**src/rtl/always_ff_downtimer_if.sv**
```systemverilog
// Control/status bundle for the prescaled down-timer.
// The master drives the commands; the timer (slave) returns count, busy and done.
interface always_ff_downtimer_if #(
  parameter int WIDTH = 8,
  parameter int PRE_W = 4
);
  logic             load;
  logic [WIDTH-1:0] load_val;
  logic [PRE_W-1:0] prescale;
  logic             start;
  logic             pause;
  logic [WIDTH-1:0] out;
  logic             busy;
  logic             done;

  modport master (
    output load, load_val, prescale, start, pause,
    input  out, busy, done
  );

  modport slave (
    input  load, load_val, prescale, start, pause,
    output out, busy, done
  );
endinterface

```
**src/rtl/always_ff_downtimer.sv**
```systemverilog
// Prescaled down-counter: loads a count, then decrements once per prescale+1
// cycles after start, pulsing done when it reaches zero.
//
// state | meaning
// IDLE  | count held; waiting for start or load
// RUN   | prescale counter advancing; count decrements on each tick
// PAUSE | count and prescale counter frozen while pause is high
module always_ff_downtimer #(
  parameter int WIDTH = 8,
  parameter int PRE_W = 4
) (
  input logic               clk,
  input logic               reset_n,
  always_ff_downtimer_if.slave bus
);
  typedef enum logic [1:0] {IDLE, RUN, PAUSE} state_t;

  state_t           state;
  logic [WIDTH-1:0] count;
  logic [PRE_W-1:0] div;
  logic [PRE_W-1:0] pcnt;
  logic             done_q;

  always_ff @(posedge clk or negedge reset_n) begin
    if (!reset_n) begin
      state  <= IDLE;
      count  <= '0;
      div    <= '0;
      pcnt   <= '0;
      done_q <= 1'b0;
    end else begin
      done_q <= 1'b0;
      if (bus.load) begin
        count <= bus.load_val;
        state <= IDLE;
        pcnt  <= '0;
      end else begin
        case (state)
          IDLE: begin
            if (bus.start) begin
              if (count != '0) begin
                state <= RUN;
                div   <= bus.prescale;
                pcnt  <= '0;
              end else begin
                done_q <= 1'b1;
              end
            end
          end
          RUN, PAUSE: begin
            // Leaving PAUSE counts in the same cycle, so a pause of N cycles
            // delays expiry by exactly N cycles.
            if (bus.pause) begin
              state <= PAUSE;
            end else if (pcnt == div) begin
              pcnt  <= '0;
              count <= count - 1'b1;
              if (count == WIDTH'(1)) begin
                done_q <= 1'b1;
                state  <= IDLE;
              end else begin
                state <= RUN;
              end
            end else begin
              pcnt  <= pcnt + 1'b1;
              state <= RUN;
            end
          end
          default: state <= IDLE;
        endcase
      end
    end
  end

  assign bus.out  = count;
  assign bus.busy = (state == RUN) || (state == PAUSE);
  assign bus.done = done_q;
endmodule

```
**src/flat_wrapper.sv**
```systemverilog
// flat-port wrapper written by rule: the top's interface ports become plain ports
module always_ff_downtimer_flat 
#(
  parameter int WIDTH = 8,
  parameter int PRE_W = 4
)
  (clk, reset_n, bus_load, bus_load_val, bus_prescale, bus_start, bus_pause, bus_out, bus_busy, bus_done);
  always_ff_downtimer_if #(.WIDTH(WIDTH), .PRE_W(PRE_W)) bus_i ();
  input logic clk;
  input logic reset_n;
  input wire logic [$bits(bus_i.load)-1:0] bus_load;
  input wire logic [$bits(bus_i.load_val)-1:0] bus_load_val;
  input wire logic [$bits(bus_i.prescale)-1:0] bus_prescale;
  input wire logic [$bits(bus_i.start)-1:0] bus_start;
  input wire logic [$bits(bus_i.pause)-1:0] bus_pause;
  output wire logic [$bits(bus_i.out)-1:0] bus_out;
  output wire logic [$bits(bus_i.busy)-1:0] bus_busy;
  output wire logic [$bits(bus_i.done)-1:0] bus_done;
  assign bus_i.load = bus_load;
  assign bus_i.load_val = bus_load_val;
  assign bus_i.prescale = bus_prescale;
  assign bus_i.start = bus_start;
  assign bus_i.pause = bus_pause;
  assign bus_out = bus_i.out;
  assign bus_busy = bus_i.busy;
  assign bus_done = bus_i.done;
  always_ff_downtimer #(.WIDTH(WIDTH), .PRE_W(PRE_W)) u_core (.clk(clk), .reset_n(reset_n), .bus(bus_i));
endmodule
```
**config.mk**
```make
export PLATFORM = sky130hd
export DESIGN_NAME = always_ff_downtimer_flat
export DESIGN_NICKNAME = d
export VERILOG_FILES = /design/src/rtl/always_ff_downtimer_if.sv /design/src/rtl/always_ff_downtimer.sv /design/src/flat_wrapper.sv
export SDC_FILE = /design/constraint.sdc
export NUM_CORES = 1
export LEC_CHECK = 0
export BUFFER_PORTS_ARGS = -buffer_cell sky130_fd_sc_hd__buf_2
export CORE_MARGIN = 1
export CORE_UTILIZATION = 54
export CTS_CLUSTER_SIZE = 30
export DETAILED_ROUTE_END_ITERATION = 8
export PLACE_DENSITY = 0.91
export SYNTH_ARGS = -nofsm -noshare
export SYNTH_HDL_FRONTEND = slang
export SYNTH_SLANG_ARGS = --single-unit
export TNS_END_PERCENT = 20
```
**constraint.sdc**
```tcl
create_clock -name clk -period 3.1 [get_ports clk]
set_input_delay 0.31 -clock clk [delete_from_list [all_inputs] [get_ports clk]]
set_output_delay 0.31 -clock clk [all_outputs]
set_load 0.01 [all_outputs]
```
==> metrics.md <==
| Metric | Value |
|---|---|
| First-iteration detailed-routing DRC count | `23` |
| GPL Wtd Cong | `0.921` |
| TritonCTS clock tree | `built` |
| Setup crit start kind | `flop` |
| Syn-to-layout area delta | `16.3%` |
| Global-route wire length before repair | `4320 um` |
| Hold wc startpoint | `bus_load_val[1]` |
| Cell taking the most area after synthesis | `dfrtp_1` |
| Period minus WS final | `2.17 ns` |
| Syn_nets | `145` |
| Post-synth EDFFs | `0` |
| Critical path's largest stage delay | `0.49 ns` |
| Netlist Area Pre-Place | `1160 um2` |
| Yosys warns | `0` |
| Worst rel slew slack | `0.686` |
| Final period util | `0.700` |
| Finished Cell Area | `1350 um2` |
| Largest net degree at the start of global routing | `20` |
| Top cell type's share of synthesized area | `0.409` |
| Syn avg cell area | `9.53 um2` |
| Core Area | `2000 um2` |
| CP arrival | `2.40 ns` |
| Layout cells sized above 1 | `0.260` |
| Reg2reg start | `u_core.state[0]` |
| Placement Cell Area | `1310 um2` |
| DR vias | `1,028` |
| Worst setup path category | `reg2reg` |
| Clk Latency, worst-skew pair | `0.31 ns` |
| Root buffer cell | `clkbuf_4` |
| Port bufs | `26` |
| I/O pin cnt | `27` |
| Clock transition at path regs | `0.11 ns` |
| Slowest cell on crit path | `or4_4` |
| Top_reg_cell synth | `dfrtp_1` |
| Hold Path Sink | `u_core.bus.out[1]` |
| Total stage count of the critical path | `6` |
| Reg-to-reg critical path endpoint | `u_core.bus.out[4]` |
| Initial antenna violation count | `0` |
| Peak VDD IR | `313 uV` |
| CTS buffer count | `3` |
| Vias in the first global route | `1,033` |
| RSZ-0062 raised after global routing | `false` |
| Drt drc | `0` |
| Clock skew | `0.00412 ns` |
| Ant. Diodes | `0` |
| Flip-flop and latch count after synthesis | `19` |
| HPWL after DPL | `1880 um` |
| Final wirelength | `2450 um` |
| H-tree depth | `1` |
| Setup-failing EPs final | `0` |
| Via-to-Cell Ratio | `5.81` |
| Worst Setup End Kind | `flop` |
| WP buf/inv | `1` |
| Die Y | `48.4 um` |
| Routed WL per cell | `13.8 um` |
| Final hold vios | `0` |
| Hold path depth | `3` |
| Synthesized instance count | `122` |
| Sequential area share after synthesis | `0.409` |
| PD cells | `434 nW/um2` |
| Maxcap violations | `0` |
| Setup TNS | `0 ns` |
| Final slew viol count | `0` |
| Sink Count | `19` |
| Leak | `0.562 nW` |
| Die area | `2340 um2` |
| FF-to-FF path depth | `6` |
| Layout filler cell count | `170` |
| Slew @ Worst Pin | `0.470 ns` |
| Pwr Total | `0.586 mW` |
| Max Clk Rate | `461 MHz` |
| Async SR Flop Fraction | `1.00` |
| Crit path max-delay family | `simple AND/OR/NAND/NOR gates` |
| DRT Pass-1 Iters | `4` |
| Die Wd | `48.4 um` |
| Main area contributors after synthesis | `dfrtp_1 (41%), ha_1 (6.5%), o31ai_1 (5.2%)` |
| Grt total ovfl | `0` |
| Starting Density | `0.581` |
| Antenna viol nets, final | `0` |
| Nets | `174` |
| Final core occ | `0.675` |
| CP Data Required Time | `3.33 ns` |
| Std cell rows | `16` |
| GRT Total Usage | `0.240` |
| Number of distinct library cells after synthesis | `39` |
| Status | `finished, final reports clean` |
| R2R Setup Slk | `0.93 ns` |
| HP Class | `in2reg` |
| Worst-path fanout max | `10` |
| Clock Path Buffers | `2` |
| CP Cell Sequence | `inv_1 -> ha_1 -> nand2b_1 -> or4_4 -> or3_2 -> a31oi_1` |
==> cells in the final DEF, fill, tap and decap left out, drive strengths merged, types with 2 or more instances in the layout <==
| master | n |
|---|---|
| a21oi | 2 |
| a31oi | 7 |
| buf | 26 |
| nand2 | 4 |
| clkbuf | 3 |
| nand4 | 2 |
| or4 | 7 |
| o21ai | 7 |
| xnor2 | 4 |
| o31ai | 8 |
| or3 | 5 |
| dfrtp | 19 |
| and2 | 3 |
| nand2b | 2 |
| inv | 9 |
| mux2 | 4 |
| ha | 6 |
| a32oi | 2 |
| nand3 | 5 |
| nor2 | 8 |
==> cell type report <==
cell class              count  area [um2]  area share
multi-input cells          91         641       0.474
well taps                  27        33.8      0.0250
clock buffers               3        22.5      0.0167
repair buffers             27         140       0.104
clock inverters             1        5.00     0.00370
flip-flops and latches     19         475       0.352
inverters                   9        33.8      0.0250
==> registers in the layout, indices dropped and copies added (netlist names) <==
signal and count:
u_core.bus.out 8, u_core.div 4, u_core.pcnt 4, u_core.state 2
u_core.bus.done 1
==> report_power, final <==
group | total [mW] | switching (mW) | leakage [nW] | internal, mW
sequential | 0.302 | 0.0273 | 0.233 | 0.275
combinational | 0.158 | 0.0892 | 0.311 | 0.0684
clock | 0.126 | 0.0780 | 0.0177 | 0.0482
==> worst max path at each step <==
stage | end | slack, ns | from
final | u_core.bus.out[4] | 0.93 | u_core.state[0]
after global routing | u_core.bus.out[6] | 0.81 | u_core.state[0]
after CTS | u_core.bus.out[4] | 0.96 | u_core.state[0]
after detailed placement | u_core.bus.out[4] | 0.96 | u_core.state[0]
after global placement | u_core.bus.out[4] | 1.08 | u_core.state[0]
after floorplan | u_core.bus.out[4] | 1.06 | u_core.state[0]
==> through the flow <==
stage	hold slack [ns]	setup slack, ns	std cells
3_5_place_dp	0.269	0.964	172
2_1_floorplan	0.0144	1.06	122
5_1_grt	0.216	0.807	177
6_report	0.207	0.930	177
3_3_place_gp	0.261	1.08	172
4_1_cts	0.202	0.959	177
==> cell usage after synthesis, types with 3 or more instances <==
library cell / count
a31oi_1: 7
and2_1: 3
dfrtp_1: 19
ha_1: 6
inv_1: 9
mux2_2: 4
nand2_1: 4
nand3_1: 5
nor2_1: 8
o21ai_0: 7
o31ai_1: 8
or3_1: 3
or4_1: 5
xnor2_1: 4
==> cell families after synthesis <==
kind of cell | share of synthesized area
adders and majority gates | 0.0646
DFF | 0.409
AOI/OAI and AO/OA | 0.189
buffers and inverters | 0.0398
muxes | 0.0387
and+or+nand+nor | 0.228
xor gates and xnor gates | 0.0301
==> layer usage <==
metal	GRT usage	share of wire
met3	0.0723	0.042
met2	0.444	0.50
met5	0	0
met4	0.0637	0.013
met1	0.265	0.44
==> worst reg2reg max path: stages, from the launching register on <==
cell and delay, ns:
dfrtp_1 0.39, inv_1 0.05, ha_1 0.36, nand2b_1 0.23
or4_4 0.49, or3_2 0.42, a31oi_1 0.16
==> what timing repair did <==
item / in CTS / in global routing
buffers inserted: 0 / 0
endpoints found under the setup margin: 0 / 0
hold buffers: 1 / 0
hold endpoints to repair: 19 / 0
gates resized for setup: 0 / 0
Power figures use the tool's default switching activity.
